## config.mk

```make
export PLATFORM = sky130hd
export DESIGN_NAME = dac_spi_scheduler_flat
export DESIGN_NICKNAME = d
export VERILOG_FILES = /design/src/rtl/dac_spi_scheduler_if.sv /design/src/rtl/dac_spi_scheduler.sv /design/src/flat_wrapper.sv
export SDC_FILE = /design/constraint.sdc
export NUM_CORES = 1
export LEC_CHECK = 0
export ABC_AREA = 0
export CAP_MARGIN = 10
export CORE_ASPECT_RATIO = 0.75
export CORE_MARGIN = 2
export CORE_UTILIZATION = 30
export DETAILED_ROUTE_END_ITERATION = 6
export GPL_TIMING_DRIVEN = 0
export SETUP_SLACK_MARGIN = 0.4
export SLEW_MARGIN = 5
export SYNTH_ARGS = -nofsm -noshare
export SYNTH_HDL_FRONTEND = slang
export SYNTH_SLANG_ARGS = --single-unit
```

## constraint.sdc

```tcl
create_clock -name i_clk -period 5.5 [get_ports i_clk]
set_input_delay 1.65 -clock i_clk [delete_from_list [all_inputs] [get_ports i_clk]]
set_output_delay 1.65 -clock i_clk [all_outputs]
set_load 0.1 [all_outputs]
```

## src/rtl/dac_spi_scheduler_if.sv

```systemverilog
// Sample/acknowledge handshake and DAC serial pins of dac_spi_scheduler.
// The master side is the sample generator, the slave side is the scheduler.
interface dac_spi_scheduler_if;
    logic        req_a;
    logic [15:0] data_a;
    logic        ack_a;
    logic        req_b;
    logic [15:0] data_b;
    logic        ack_b;
    logic        sck;
    logic        sdi;
    logic        cs_n;
    logic        busy;
    logic        done;

    modport master (
        output req_a, data_a, req_b, data_b,
        input  ack_a, ack_b, sck, sdi, cs_n, busy, done
    );

    modport slave (
        input  req_a, data_a, req_b, data_b,
        output ack_a, ack_b, sck, sdi, cs_n, busy, done
    );
endinterface

```

## src/rtl/dac_spi_scheduler.sv

```systemverilog
// Two-channel round-robin arbiter and 24-bit SPI master for the dual 16-bit DAC.
// Define DAC_OFFSET_BINARY_EN to convert two's complement samples to offset binary.
module dac_spi_scheduler #(
    parameter int unsigned CLK_DIV    = 4,
    parameter int unsigned GAP_CYCLES = 8
) (
    input  logic                 i_clk,
    input  logic                 i_rst,
    dac_spi_scheduler_if.slave   io_dac
);
    typedef enum logic [2:0] {
        ST_IDLE   = 3'd0,
        ST_SETUP  = 3'd1,
        ST_SCK_HI = 3'd2,
        ST_SCK_LO = 3'd3,
        ST_HOLD   = 3'd4,
        ST_GAP    = 3'd5
    } state_t;

    localparam logic [7:0] DIV_LAST = 8'(CLK_DIV - 1);
    localparam logic [7:0] GAP_LAST = 8'(GAP_CYCLES - 1);

    function automatic logic [15:0] data_field(input logic [15:0] sample);
`ifdef DAC_OFFSET_BINARY_EN
        data_field = {~sample[15], sample[14:0]};
`else
        data_field = sample;
`endif
    endfunction

    state_t      r_state;
    logic [7:0]  r_cnt;
    logic [4:0]  r_bits;
    logic [23:0] r_shift;
    logic        r_sck;
    logic        r_sdi;
    logic        r_cs_n;
    logic        r_busy;
    logic        r_done;
    logic        r_prefer_b;

    state_t      w_state;
    logic [7:0]  w_cnt;
    logic [4:0]  w_bits;
    logic [23:0] w_shift;
    logic        w_sck;
    logic        w_sdi;
    logic        w_cs_n;
    logic        w_busy;
    logic        w_done;
    logic        w_prefer_b;
    logic        w_grant_a;
    logic        w_grant_b;
    logic        w_div_end;
    logic        w_gap_end;

    // Only B beats A when both ask and A was served last; reset gates every grant.
    assign w_grant_a = (r_state == ST_IDLE) && !i_rst && io_dac.req_a
                       && (!io_dac.req_b || !r_prefer_b);
    assign w_grant_b = (r_state == ST_IDLE) && !i_rst && io_dac.req_b
                       && (!io_dac.req_a || r_prefer_b);
    assign w_div_end = (r_cnt == DIV_LAST);
    assign w_gap_end = (r_cnt == GAP_LAST);

    // Next-state and next-output logic for the frame sequencer.
    always_comb begin
        w_state    = r_state;
        w_cnt      = r_cnt;
        w_bits     = r_bits;
        w_shift    = r_shift;
        w_sck      = r_sck;
        w_sdi      = r_sdi;
        w_cs_n     = r_cs_n;
        w_busy     = r_busy;
        w_done     = 1'b0;
        w_prefer_b = r_prefer_b;
        case (r_state)
            ST_IDLE: begin
                w_cnt = 8'd0;
                if (w_grant_a || w_grant_b) begin
                    w_shift    = w_grant_b ? {8'h01, data_field(io_dac.data_b)}
                                           : {8'h00, data_field(io_dac.data_a)};
                    w_sdi      = w_shift[23];
                    w_cs_n     = 1'b0;
                    w_busy     = 1'b1;
                    w_bits     = 5'd0;
                    w_prefer_b = w_grant_a;
                    w_state    = ST_SETUP;
                end else begin
                    w_state = ST_IDLE;
                end
            end
            ST_SETUP: begin
                if (w_div_end) begin
                    w_cnt   = 8'd0;
                    w_sck   = 1'b1;
                    w_state = ST_SCK_HI;
                end else begin
                    w_cnt = r_cnt + 8'd1;
                end
            end
            ST_SCK_HI: begin
                if (w_div_end) begin
                    w_cnt   = 8'd0;
                    w_sck   = 1'b0;
                    w_bits  = r_bits + 5'd1;
                    w_shift = {r_shift[22:0], 1'b0};
                    w_sdi   = r_shift[22];
                    w_state = ST_SCK_LO;
                end else begin
                    w_cnt = r_cnt + 8'd1;
                end
            end
            ST_SCK_LO: begin
                // The trailing low half-period after the last bit precedes the CS_ hold time.
                if (w_div_end) begin
                    w_cnt = 8'd0;
                    if (r_bits == 5'd24) begin
                        w_state = ST_HOLD;
                    end else begin
                        w_sck   = 1'b1;
                        w_state = ST_SCK_HI;
                    end
                end else begin
                    w_cnt = r_cnt + 8'd1;
                end
            end
            ST_HOLD: begin
                if (w_div_end) begin
                    w_cnt   = 8'd0;
                    w_cs_n  = 1'b1;
                    w_sdi   = 1'b0;
                    w_done  = 1'b1;
                    w_state = ST_GAP;
                end else begin
                    w_cnt = r_cnt + 8'd1;
                end
            end
            ST_GAP: begin
                if (w_gap_end) begin
                    w_cnt   = 8'd0;
                    w_busy  = 1'b0;
                    w_state = ST_IDLE;
                end else begin
                    w_cnt = r_cnt + 8'd1;
                end
            end
            default: begin
                w_cnt   = 8'd0;
                w_sck   = 1'b0;
                w_sdi   = 1'b0;
                w_cs_n  = 1'b1;
                w_busy  = 1'b0;
                w_state = ST_IDLE;
            end
        endcase
    end

    // State and output registers; reset abandons any frame in flight.
    always_ff @(posedge i_clk) begin
        if (i_rst) begin
            r_state    <= ST_IDLE;
            r_cnt      <= 8'd0;
            r_bits     <= 5'd0;
            r_shift    <= 24'd0;
            r_sck      <= 1'b0;
            r_sdi      <= 1'b0;
            r_cs_n     <= 1'b1;
            r_busy     <= 1'b0;
            r_done     <= 1'b0;
            r_prefer_b <= 1'b0;
        end else begin
            r_state    <= w_state;
            r_cnt      <= w_cnt;
            r_bits     <= w_bits;
            r_shift    <= w_shift;
            r_sck      <= w_sck;
            r_sdi      <= w_sdi;
            r_cs_n     <= w_cs_n;
            r_busy     <= w_busy;
            r_done     <= w_done;
            r_prefer_b <= w_prefer_b;
        end
    end

    assign io_dac.ack_a = w_grant_a;
    assign io_dac.ack_b = w_grant_b;
    assign io_dac.sck   = r_sck;
    assign io_dac.sdi   = r_sdi;
    assign io_dac.cs_n  = r_cs_n;
    assign io_dac.busy  = r_busy;
    assign io_dac.done  = r_done;
endmodule

```

## src/flat_wrapper.sv

```systemverilog
// flat-port wrapper written by rule: the top's interface ports become plain ports
module dac_spi_scheduler_flat 
#(
    parameter int unsigned CLK_DIV    = 4,
    parameter int unsigned GAP_CYCLES = 8
)
  (i_clk, i_rst, io_dac_req_a, io_dac_data_a, io_dac_req_b, io_dac_data_b, io_dac_ack_a, io_dac_ack_b, io_dac_sck, io_dac_sdi, io_dac_cs_n, io_dac_busy, io_dac_done);
  dac_spi_scheduler_if io_dac_i ();
  input  logic i_clk;
  input  logic i_rst;
  input wire logic [$bits(io_dac_i.req_a)-1:0] io_dac_req_a;
  input wire logic [$bits(io_dac_i.data_a)-1:0] io_dac_data_a;
  input wire logic [$bits(io_dac_i.req_b)-1:0] io_dac_req_b;
  input wire logic [$bits(io_dac_i.data_b)-1:0] io_dac_data_b;
  output wire logic [$bits(io_dac_i.ack_a)-1:0] io_dac_ack_a;
  output wire logic [$bits(io_dac_i.ack_b)-1:0] io_dac_ack_b;
  output wire logic [$bits(io_dac_i.sck)-1:0] io_dac_sck;
  output wire logic [$bits(io_dac_i.sdi)-1:0] io_dac_sdi;
  output wire logic [$bits(io_dac_i.cs_n)-1:0] io_dac_cs_n;
  output wire logic [$bits(io_dac_i.busy)-1:0] io_dac_busy;
  output wire logic [$bits(io_dac_i.done)-1:0] io_dac_done;
  assign io_dac_i.req_a = io_dac_req_a;
  assign io_dac_i.data_a = io_dac_data_a;
  assign io_dac_i.req_b = io_dac_req_b;
  assign io_dac_i.data_b = io_dac_data_b;
  assign io_dac_ack_a = io_dac_i.ack_a;
  assign io_dac_ack_b = io_dac_i.ack_b;
  assign io_dac_sck = io_dac_i.sck;
  assign io_dac_sdi = io_dac_i.sdi;
  assign io_dac_cs_n = io_dac_i.cs_n;
  assign io_dac_busy = io_dac_i.busy;
  assign io_dac_done = io_dac_i.done;
  dac_spi_scheduler #(.CLK_DIV(CLK_DIV), .GAP_CYCLES(GAP_CYCLES)) u_core (.i_clk(i_clk), .i_rst(i_rst), .io_dac(io_dac_i));
endmodule
```

# Yosys cells after proc, flatten, opt, wreduce, memory -nomap -nowiden
# Index checks and enable logic that the tools add are counted.
# Widths: inputs -> output; s select.
dict set report totals {
  reg_bits 45
}
dict set report classes {
  add_sub_neg 2
  eq_ne 15
  muxes 32
  n_bitwise 5
  n_reduce_logical 26
}
# operator n
set op_table {}
lappend op_table {{$mux 23} 2}
lappend op_table {{$pmux 23 s2} 1}
lappend op_table {{$mux 3} 6}
lappend op_table {{$pmux 3 s6} 1}
lappend op_table {{$mux 17} 1}
lappend op_table {{$mux 8} 2}
lappend op_table {{$pmux 8 s2} 1}
lappend op_table {{$mux 1} 11}
lappend op_table {{$mux 5} 2}
lappend op_table {{$ne 2x1->1 const B} 5}
lappend op_table {{$pmux 5 s2} 1}
lappend op_table {{$reduce_and 5->1} 2}
lappend op_table {{$reduce_and 3->1} 3}
lappend op_table {{$add 8x1->8 const B} 1}
lappend op_table {{$eq 8x2->1 const B} 1}
lappend op_table {{$eq 8x3->1 const B} 1}
lappend op_table {{$pmux 1 s4} 2}
lappend op_table {{$reduce_or 4->1} 2}
lappend op_table {{$eq 3x2->1 const B} 2}
lappend op_table {{$eq 3x3->1 const B} 2}
lappend op_table {{$pmux 1 s3} 2}
lappend op_table {{$reduce_or 3->1} 2}
lappend op_table {{$add 5x1->5 const B} 1}
lappend op_table {{$eq 5x5->1 const B} 1}
lappend op_table {{11 further kinds} 25}

# Logic depth before layout (Yosys ltp)
dict set report logic_depth {
  depth_word 7
  ltp_mapped 7
  ltp_nobuf 5
}

# Least setup slack after synthesis
# Ideal clock, no wire load.
dict set report synth_timing {
  kind {input-to-output}
  start {input io_dac_req_b}
  end {output io_dac_ack_a}
  t_arrival_ns 2.921
  required_ns 3.850
  slack_ns 0.929
  stages 4
  cell_sequence {clkbuf_1 -> clkbuf_1 -> nand2_1 -> and3_1}
}
dict set report synth_via {
  elab_chain_len 3
}
# element line
set synth_lines {}
lappend synth_lines {{start, declared} flat_wrapper.sv:13} ;# input wire logic [$bits(io_dac_i.req_b)-1:0] io_dac_req_b;
lappend synth_lines {{$logic_not 1->1} dac_spi_scheduler.sv:59} ;# && (!io_dac.req_b || !r_prefer_b);
lappend synth_lines {{$logic_or 1x1->1} dac_spi_scheduler.sv:59}
lappend synth_lines {{$logic_and 1x1->1} dac_spi_scheduler.sv:59}
lappend synth_lines {{end, declared} flat_wrapper.sv:15} ;# output wire logic [$bits(io_dac_i.ack_a)-1:0] io_dac_ack_a;
# Every way passes these cells.

# Worst setup path in the final report
dict set report layout_timing {
  start {input io_dac_req_a}
  end {output io_dac_ack_b}
}
dict set report layout_via {
  elab_chain_len 3
}
# element line
set layout_lines {}
lappend layout_lines {{start, declared} flat_wrapper.sv:11} ;# input wire logic [$bits(io_dac_i.req_a)-1:0] io_dac_req_a;
lappend layout_lines {{$logic_not 1->1} dac_spi_scheduler.sv:61} ;# && (!io_dac.req_a || r_prefer_b);
lappend layout_lines {{$logic_or 1x1->1} dac_spi_scheduler.sv:61}
lappend layout_lines {{$logic_and 1x1->1} dac_spi_scheduler.sv:61}
lappend layout_lines {{end, declared} flat_wrapper.sv:16} ;# output wire logic [$bits(io_dac_i.ack_b)-1:0] io_dac_ack_b;
# Every way passes these cells.

==> metrics <==
VDD IR max ~0.11 mV; R2R setup slack 3.16 ns; CP Max Fanout 9; Hold Path Depth 1; cts bufs inserted 5; first-pass iteration count of the detailed router 5; layout cells sized above 1 0.110; Die W approximately 110 um; FMAX 0.202 GHz; final hold vios 0; final std cell area, no fill 0.00331 sq mm; Routed Antenna Nets 0; root buffer cell clkbuf_16; fin util 0.393; Syn-to-layout area delta 28.1%; max-slew violation count 0; worst reg2reg path endpoint u_core.r_shift[12]; Synth top area share 0.349; setup total negative slack 0 ns; CTS clk-pin slew, worst paths 0.06 ns; Leak 1.14 nW; routed wire length 7410 um; Max-Cap Viols 0; crit share post-route 0.902; initial drt markers about 160; sequential-to-total area share from yosys stat 0.349; average size of a mapped cell 8.18 sq um; Total GRT Usage 0.162; Non-Filler Instances approximately 470; final net count 403; DRC violations left 0; clock period minus worst slack 4.96 ns; vias roughly 2700; worst min-delay path startpoint u_core.r_cnt[0]; FF+latch count, synth 45; Die Ht roughly 84 um; Yosys top cell by area dfxtp_1; I/O Pins 43; CP Launch Type input pin; Post-synth EDFFs 0; commonest non-fill, non-tap cell in the layout dfxtp_1; slew margin rel. 0.355; Via density 5.62; Die ar. 0.00938 sq mm; r2r startpoint u_core.r_state[0]; YS warnings 0; Least-Margin Pin Slew just under 1 ns; Final setup violation count 0; Initial Util 0.307; synth top area cells dfxtp_1, o31ai_1, a21oi_1, o31ai_2, nand4_1; # rows 29; clock buffer depth 2; Post-CTS Hold Buffers 0; placer's final routability congestion estimate around 0.83; async set-reset flop share out of synthesis 0; # clock sinks 45; Post-CTS Setup Bufs 0; fillers 867; H-Tree Depth 2; largest net degree at the start of global routing 15; worst skew pair latency 0.29 ns; outcome finished, final reports clean; antenna fix cells 0; nature of the critical path endpoint primary output; total core area ~0.0084 sq mm; Hold EP u_core.r_cnt[0]; syn_nets 355; post-DP HPWL 5440 um; Post-Synthesis Cells 316; post-cts resize count 6; vias in the first global route ~2500; Post-Syn Area 0.00258 sq mm; Min Hold Slack 0.443 ns; WL per Instance 15.7 um; CTS tree built; initial antenna violation count 0; commonest non-fill, non-tap cells in the layout dfxtp_1, clkdlybuf4s50_1, a21oi_1, clkbuf_1, o31ai_1; first-pass GRT wire length 12500 um; I/O Buffers 41; dpl cell area 0.00313 sq mm; placed insts between 400 and 500; critical path required time 3.85 ns; total grt overflow 0; RSZ-0062 raised after global routing no; unique cell type count in the Yosys netlist 59; PD cells 262 mW/mm^2; skew final 0.00776 ns; r2r worst-path depth 5; CP Data Arrival Time 3.31 ns; Hold WC Path Type register to register; CP Class input pin to primary output; ys flop type dfxtp_1
## how the worst max path moves through the flow
| stage | endpoint | startpoint | cells after the start | slack [ns] |
|---|---|---|---|---|
| final | io_dac_ack_b | io_dac_req_a | 6 | 0.54 |
| after global routing | io_dac_ack_b | io_dac_req_a | 6 | 0.40 |
| after CTS | io_dac_ack_b | i_rst | 5 | 0.19 |
| after detailed placement | io_dac_ack_b | i_rst | 5 | -0.38 |
| after global placement | io_dac_ack_b | i_rst | 5 | -0.46 |
| after floorplan | io_dac_ack_a | io_dac_req_b | 4 | 0.93 |
## state kept, by name, summed over array words and instances, names as in the netlist
register and count:
u_core.io_dac.done 1, u_core.r_bits 5, u_core.io_dac.cs_n 1, u_core.r_shift 23
u_core.io_dac.sdi 1, u_core.r_cnt 8, u_core.io_dac.sck 1, u_core.io_dac.busy 1
u_core.r_state 3, u_core.r_prefer_b 1
## area by class of cell
class	instances	area, sq um	area share
Buffer	31	153	0.0461
Clock buffer	6	139	0.0419
Clock inverter	2	37.5	0.0113
Inverter	11	41.3	0.0125
Multi-Input combinational cell	229	1500	0.452
Sequential cell	45	901	0.272
Tap cell	108	135	0.0408
Timing Repair Buffer	41	409	0.124
## critical path, stage by stage
cell	delay, ns
clkdlybuf4s50_1	0.46
nor2b_1	0.15
clkbuf_1	0.17
nand3b_2	0.36
inv_1	0.17
clkbuf_4	0.34
## cell usage after synthesis (all sizes together), types with 3 or more instances
library cell  instances
dfxtp                45
o31ai                31
a21oi                26
clkbuf               24
nand2                20
nand3                19
o21ai                19
nor2                 18
nand4                17
inv                  10
nor3                  8
o211ai                8
buf                   7
nor4                  5
a31oi                 4
and3                  4
ha                    3
nand2b                3
or3b                  3
xor2                  3
## logic make-up (layout without fill, tap and decap cells)
group                    after synthesis  count (layout)  synth area share
AO/OA/AOI/OAI                        110             110             0.303
buffers and inverters                 42              91            0.0751
adder cells (fa/ha/maj)                3               3            0.0145
AND/OR/NAND/NOR                      110             110             0.238
flip-flops                            45              45             0.349
multiplexers                           1               1           0.00387
XOR/XNOR                               5               5            0.0170
## power by group
group	switching, W	internal [W]	leakage (nW)
Combinational	0.0000967	0.0000637	0.695
Sequential	0.0000111	0.000342	0.366
Clock	0.000128	0.000227	0.0831
Total	0.000236	0.000633	1.14
## routing by layer
| metal | global-route usage | part of all wire | up-vias | wire length [um] |
|---|---|---|---|---|
| met5 | 0 | 0 | - | 0 |
| met4 | 0.0505 | 0.016 | 0 | 122 |
| met3 | 0.0274 | 0.052 | 11 | 386 |
| met2 | 0.247 | 0.44 | 88 | 3240 |
| met1 | 0.234 | 0.49 | 1269 | 3660 |
| li1 | - | - | 1288 | - |
## metrics by stage
step,power [W],setup WS [ns]
2_1_floorplan,0.000463,0.929
3_3_place_gp,0.000517,-0.463
3_5_place_dp,0.000519,-0.378
4_1_cts,0.000873,0.188
5_1_grt,0.000908,0.405
6_report,0.000869,0.538
Power figures use the tool's default switching activity.
